## config.mk

```make
export PLATFORM = sky130hd
export DESIGN_NAME = lsu_ram
export DESIGN_NICKNAME = d
export VERILOG_FILES = /design/src/rtl/lsu_pkg.sv /design/src/rtl/lsu_align.sv /design/src/rtl/lsu_ram.sv
export SDC_FILE = /design/constraint.sdc
export NUM_CORES = 1
export LEC_CHECK = 0
export BUFFER_PORTS_ARGS = -buffer_cell sky130_fd_sc_hd__buf_2
export CORE_MARGIN = 5
export CORE_UTILIZATION = 30
export CTS_CLUSTER_DIAMETER = 30
export DETAILED_ROUTE_END_ITERATION = 16
export PLACE_DENSITY = 0.52
export SETUP_SLACK_MARGIN = 0.4
export SYNTH_ARGS = -nofsm -noshare
export SYNTH_HDL_FRONTEND = slang
export SYNTH_HIERARCHICAL = 1
export SYNTH_SLANG_ARGS = --single-unit
```

## constraint.sdc

```tcl
create_clock -name clock -period 3.93 [get_ports clock]
set_input_delay 0.9825 -clock clock [delete_from_list [all_inputs] [get_ports clock]]
set_output_delay 0.9825 -clock clock [all_outputs]
set_load 0.005 [all_outputs]
```

## src/rtl/lsu_pkg.sv

```systemverilog
// Shared types for the load/store unit: access sizes, FSM states and
// default geometry of the attached RAM.
package lsu_pkg;
    localparam int LSU_ADDR_W = 10;
    localparam int LSU_DATA_W = 32;

    typedef enum logic [1:0] {
        SZ_BYTE = 2'b00,
        SZ_HALF = 2'b01,
        SZ_WORD = 2'b10,
        SZ_ILL  = 2'b11
    } size_e;

    typedef enum logic [2:0] {
        IDLE = 3'd0,
        RD   = 3'd1,
        CAP  = 3'd2,
        WR   = 3'd3,
        RSP  = 3'd4,
        ERR  = 3'd5
    } state_e;

    // Rejects the reserved size and any access not aligned to its own width.
    function automatic logic is_illegal(input size_e size, input logic [1:0] lane);
        case (size)
            SZ_BYTE: is_illegal = 1'b0;
            SZ_HALF: is_illegal = lane[0];
            SZ_WORD: is_illegal = (lane != 2'b00);
            default: is_illegal = 1'b1;
        endcase
    endfunction
endpackage

```

## src/rtl/lsu_align.sv

```systemverilog
// Byte-lane steering: extracts and extends load data from a RAM word and
// merges sub-word store data into a RAM word.
module lsu_align
    import lsu_pkg::*;
(
    input  logic [31:0] q,
    input  logic [1:0]  lane,
    input  size_e       size,
    input  logic        is_unsigned,
    input  logic [15:0] wdata,
    output logic [31:0] load_data,
    output logic [31:0] merged
);
    logic [7:0]  byte_v;
    logic [15:0] half_v;

    always_comb begin
        byte_v = q[{lane, 3'b000} +: 8];
        half_v = lane[1] ? q[31:16] : q[15:0];

        case (size)
            SZ_BYTE: load_data = {{24{~is_unsigned & byte_v[7]}}, byte_v};
            SZ_HALF: load_data = {{16{~is_unsigned & half_v[15]}}, half_v};
            default: load_data = q;
        endcase

        merged = q;
        case (size)
            SZ_BYTE: merged[{lane, 3'b000} +: 8] = wdata[7:0];
            SZ_HALF: begin
                if (lane[1]) merged[31:16] = wdata;
                else         merged[15:0]  = wdata;
            end
            default: merged = q;
        endcase
    end
endmodule

```

## src/rtl/lsu_ram.sv

```systemverilog
// Load/store unit bridging a single-request core port to a synchronous RAM
// with one-cycle read latency; sub-word stores use read-modify-write.
//   state | meaning
//   IDLE  | ready for a request
//   RD    | RAM address presented, read in flight
//   CAP   | ram_q valid; capture load data or merge store data
//   WR    | ram_wren high for exactly this cycle
//   RSP   | rsp_valid high, normal completion
//   ERR   | rsp_valid and rsp_err high, no RAM access made
module lsu_ram
    import lsu_pkg::*;
#(
    parameter int ADDR_W = LSU_ADDR_W,
    parameter int DATA_W = LSU_DATA_W
) (
    input  logic              clock,
    input  logic              reset,
    input  logic              req_valid,
    output logic              req_ready,
    input  logic              req_we,
    input  logic [1:0]        req_size,
    input  logic              req_unsigned,
    input  logic [ADDR_W+1:0] req_addr,
    input  logic [DATA_W-1:0] req_wdata,
    output logic              rsp_valid,
    output logic [DATA_W-1:0] rsp_rdata,
    output logic              rsp_err,
    output logic [ADDR_W-1:0] ram_address,
    output logic [DATA_W-1:0] ram_data,
    output logic              ram_wren,
    input  logic [DATA_W-1:0] ram_q
);
    state_e      state;
    logic        we_r;
    logic        uns_r;
    size_e       size_r;
    logic [1:0]  lane_r;
    logic [15:0] wdata_r;
    logic [31:0] load_data;
    logic [31:0] merged;
    size_e       req_size_e;

    assign req_size_e = size_e'(req_size);
    assign req_ready  = (state == IDLE);

    lsu_align u_align (
        .q           (ram_q),
        .lane        (lane_r),
        .size        (size_r),
        .is_unsigned (uns_r),
        .wdata       (wdata_r),
        .load_data   (load_data),
        .merged      (merged)
    );

    always_ff @(posedge clock) begin
        if (reset) begin
            state       <= IDLE;
            rsp_valid   <= 1'b0;
            rsp_err     <= 1'b0;
            rsp_rdata   <= '0;
            ram_wren    <= 1'b0;
            ram_data    <= '0;
            ram_address <= '0;
            we_r        <= 1'b0;
            uns_r       <= 1'b0;
            size_r      <= SZ_BYTE;
            lane_r      <= 2'b00;
            wdata_r     <= '0;
        end else begin
            rsp_valid <= 1'b0;
            rsp_err   <= 1'b0;
            ram_wren  <= 1'b0;
            case (state)
                IDLE: begin
                    if (req_valid && req_ready) begin
                        ram_address <= req_addr[ADDR_W+1:2];
                        we_r        <= req_we;
                        uns_r       <= req_unsigned;
                        size_r      <= req_size_e;
                        lane_r      <= req_addr[1:0];
                        wdata_r     <= req_wdata[15:0];
                        rsp_rdata   <= '0;
                        if (is_illegal(req_size_e, req_addr[1:0])) begin
                            state     <= ERR;
                            rsp_valid <= 1'b1;
                            rsp_err   <= 1'b1;
                        end else if (req_we && req_size_e == SZ_WORD) begin
                            // full-word stores need no read of the old word
                            state    <= WR;
                            ram_wren <= 1'b1;
                            ram_data <= req_wdata;
                        end else begin
                            state <= RD;
                        end
                    end
                end
                RD:  state <= CAP;
                CAP: begin
                    if (we_r) begin
                        ram_data <= merged;
                        ram_wren <= 1'b1;
                        state    <= WR;
                    end else begin
                        rsp_rdata <= load_data;
                        rsp_valid <= 1'b1;
                        state     <= RSP;
                    end
                end
                WR: begin
                    rsp_valid <= 1'b1;
                    state     <= RSP;
                end
                RSP:     state <= IDLE;
                ERR:     state <= IDLE;
                default: state <= IDLE;
            endcase
        end
    end
endmodule

```

==> insert_results.sql <==
INSERT INTO impl_metrics (metric_group, metric, value, unit) VALUES
('grt', 'vias_in_the_first_global_route', '5936', ''),
('sta', 'slew_violations', '0', ''),
('grt', 'gr-usage-all-layers', '19.1', '%'),
('setup_path', 'worstSetupEndpointType', 'register', ''),
('clock_tree', 'clkSlewWorstSetupHoldPaths', '0.08', 'ns'),
('detailed_routing', 'vias', '6204', ''),
('floorplanning', 'dieWidth', '152', 'um'),
('place', 'io_buffer_count', '160', ''),
('min_path', 'hp-class', 'reg2reg', ''),
('finish', 'syn_to_final_growth', '21.6', '%'),
('job', 'maxCapViolations', '0', ''),
('clock_tree', 'htreeDepth', '3', ''),
('setup_path', 'critPathSlowestCell', 'buf_4', ''),
('outcome', 'status', 'completed', ''),
('setup_path', 'path_max_fanout', '61', ''),
('place', 'detailed_place_hpwl', '16.5', 'mm'),
('floorplanning', 'fp.dieH', '152', 'um'),
('finish', 'antenna_cells_inserted', '0', ''),
('clock_tree', 'clockRootBuffer', 'clkbuf_16', ''),
('logic_synthesis', 'synth.avg_cell_area', '7.78', 'sq um'),
('clock_tree', 'cts.sink_count', '102', ''),
('floorplanning', 'start_util', '30.7', '%'),
('logic_synthesis', 'synth_enable_flop_cells', '0', ''),
('logic_synthesis', 'synth_ff_type', 'dfxtp_1', ''),
('grt', 'grt_use_met1', '25.5', '%'),
('setup_path', 'critPathLaunchType', 'register', ''),
('detailed_routing', 'route.detailed.drc', '0', ''),
('floorplanning', 'rows', '51', ''),
('clock_tree', 'holdBufCountCts', '0', ''),
('detailed_routing', 'post_drt_wl_per_cell', '19.6', 'um'),
('setup_path', 'critPathArrivalTime', '2.84', 'ns'),
('sta', 'grt_setup_unrepaired', 'false', ''),
('detailed_routing', 'drt_first_iter_violations', '582', ''),
('sta', 'max_freq', '389', 'MHz'),
('clock_tree', 'cts_buffer_depth', '2', ''),
('finish', 'fraction_of_final_layout_cells_with_drive_strength_greater_than_1', '23.8', '%'),
('logic_synthesis', 'sequential_share_of_the_synthesized_area', '33.9', '%'),
('grt', 'use_met2', '30.7', '%'),
('detailed_routing', 'viasPerCell', '5.36', ''),
('clock_tree', 'clock_latency', '0.36', 'ns'),
('clock_tree', 'cts_resized', '0', ''),
('pwr', 'cellPowerDensity', '376', 'mW/mm^2'),
('finish', 'fillCellCount', '2142', ''),
('grt', 'antenna_found_initial', '1', ''),
('pwr', 'peakVddDrop', '0.233', 'mV'),
('grt', 'use_met3', '2.89', '%'),
('place', 'gpl.final_weighted_congestion', '0.878', ''),
('sta', 'finClkSkew', '0.00886', 'ns'),
('grt', 'maximum_number_of_pins_on_one_net_before_global_route_repair', '71', ''),
('sta', 'worst-slew-pin-transition', '0.834', 'ns'),
('clock_tree', 'cts_made_buffers', '9', ''),
('sta', 'fin_tns_setup', '0', 'ns'),
('clock_tree', 'cts_tree', 'yes', ''),
('logic_synthesis', 'synth_async_sr_flop_share', '0', '%'),
('detailed_routing', 'drt.antenna.violating_nets', '0', ''),
('sta', 'hold_viol', '0', ''),
('grt', 'global_route_wire_length_before_repair', '34.2', 'mm'),
('logic_synthesis', 'ys.warnings.count', '6', ''),
('setup_path', 'worstPathCellList', 'buf_4, ha_1, nor4bb_1, buf_4, a22oi_1, o221ai_1, mux2i_1, a211oi_1', ''),
('logic_synthesis', 'synth_cells', '774', ''),
('floorplanning', 'fp.dieArea', '0.0230', 'sq mm'),
('logic_synthesis', 'synth_nets', '862', ''),
('grt', 'grt_overflow', '0', ''),
('logic_synthesis', 'unique_masters_post_synth', '52', ''),
('sta', 'post-route-min-period', '2.57', 'ns'),
('finish', 'final-instance-count-excl-fill', '1157', ''),
('logic_synthesis', 'postSynthRegisterBits', '102', ''),
('setup_path', 'critical_path_class', 'reg2reg', ''),
('floorplanning', 'ios', '161', ''),
('setup_path', 'cp_data_required_time', '4.20', 'ns'),
('detailed_routing', 'postRouteWirelength', '22.7', 'mm'),
('setup_path', 'cp_common_cell', 'buf_4', ''),
('finish', 'nNetsFinal', '975', ''),
('clock_tree', 'post-cts-setup-buffers', '0', ''),
('pwr', 'leakage_power', '2.94', 'nW'),
('sta', 'finalSetupViolations', '0', ''),
('logic_synthesis', 'syn_area', '0.00602', 'sq mm'),
('sta', 'max_slew_headroom', '44.0', '%'),
('place', 'numPlacedInstances', '1141', ''),
('floorplanning', 'placeableCoreArea', '0.0196', 'sq mm'),
('sta', 'min_period_over_period', '65.4', '%'),
('grt', 'grt_most_used_layer', 'met2', ''),
('detailed_routing', 'drt_pass1_iterations', '8', ''),
('setup_path', 'worst_path_max_stage_delay', '0.47', 'ns');
## metrics by stage
stage	hold WS (ns)	worst slack [ns]	power [mW]	instance area [sq um]	utilization [%]
after detailed placement	0.448	1.31	1.81	7010	35.8
after floorplan	0.437	1.19	1.56	6020	-
after global placement	0.440	1.31	1.81	7010	35.8
after global routing	0.478	1.09	2.90	7330	37.4
after CTS	0.460	1.37	2.78	7330	37.4
final	0.456	1.36	2.75	7330	37.4
## power breakdown
part	internal [mW]	leakage (nW)	switching, mW	total [mW]
Combinational	0.248	1.96	0.418	0.665
Sequential	1.08	0.829	0.0469	1.13
Clock	0.508	0.147	0.455	0.963
Total	1.83	2.94	0.920	2.75
## final cells by class
type,count,area [sq um],share of cell area [%]
clock buffer,9,225,3.07
tap,265,332,4.53
sequential,102,2040,27.9
timing repair buffer,178,938,12.8
multi-input combinational,512,3380,46.2
inverter,84,315,4.30
clock inverter,7,90.1,1.23
## cell usage in the layout (no fill, tap or decap), drive strengths merged, types with 3 or more instances in the layout
master   Yosys  routed
a222oi       8       8
a211oi      33      33
a22oi       35      35
clkinv       1       3
clkbuf      49       9
buf         27     178
dfxtp      102     102
a22o         3       3
o221ai       6       6
ha           5       5
nand2      135     135
nor4bb       3       3
nor3         7       7
nor2b       11      11
nor2         8       8
o21ai       48      48
mux2         3       3
a311oi      32      32
a2bb2oi      3       3
nand2b      21      21
o32ai       33      33
nor3b        4       4
a21oi       45      45
mux2i       34      34
a21boi       3       3
inv         83      85
a221o        8       8
## metal layers
metal / routed length [um] / vias to the layer above / part of all wire, %
met5: 13 / - / 0.057
met4: 756 / 2 / 3.3
met3: 1290 / 37 / 5.7
met2: 10700 / 217 / 47
met1: 9940 / 2908 / 44
li1: - / 3040 / -
## Yosys cell counts (all sizes together) (6+ instances only)
master    n  area (sq um)
nand2   135           507
dfxtp   102          2040
inv      83           312
clkbuf   49           185
o21ai    48           240
a21oi    45           225
a22oi    35           263
mux2i    34           340
a211oi   33           248
o32ai    33           289
a311oi   32           280
buf      27           145
nand2b   21           131
nor2b    11          68.8
a221o     8          80.1
a222oi    8          80.1
nor2      8          30.0
nor3      7          51.3
o221ai    6          52.6
## flip-flops by register name, summed over array words and instances (netlist names), 2 cells and up
name         cells
wdata_r         16
lane_r           2
state            3
size_r           2
rsp_rdata       32
ram_address     10
ram_data        32
## path summary, 6_finish.rpt
kind | start | endpoint | slack (ns) | cells after the start
hold reg to reg | ram_address[7]$_SDFFE_PP0P_ | ram_address[7]$_SDFFE_PP0P_ | 0.46 | 2
hold / removal | ram_address[7]$_SDFFE_PP0P_ | ram_address[7]$_SDFFE_PP0P_ | 0.46 | 2
setup / recovery | lane_r[1]$_SDFFE_PP0P_ | ram_data[30]$_SDFFE_PP0P_ | 1.36 | 8
setup reg to reg | lane_r[1]$_SDFFE_PP0P_ | ram_data[30]$_SDFFE_PP0P_ | 1.36 | 8
## logic make-up after synthesis
family                   count (synthesis)  synth area share, %
AO/OA/AOI/OAI                          270                 32.5
AND/OR/NAND/NOR                        200                 15.6
buffers and inverters                  160                 10.7
flip-flops                             102                 33.9
multiplexers                            37                 6.21
adder cells (fa/ha/maj)                  5                 1.04
## worst max-delay path, delay by kind of cell, from the launching register on
kind / cells / cell delay (ns)
AO/OA/AOI/OAI: 3 / 0.74
buffers and inverters: 2 / 0.67
flip-flops: 1 / 0.34
AND/OR/NAND/NOR: 1 / 0.28
adder cells (fa/ha/maj): 1 / 0.26
multiplexers: 1 / 0.18
Power figures use the tool's default switching activity.
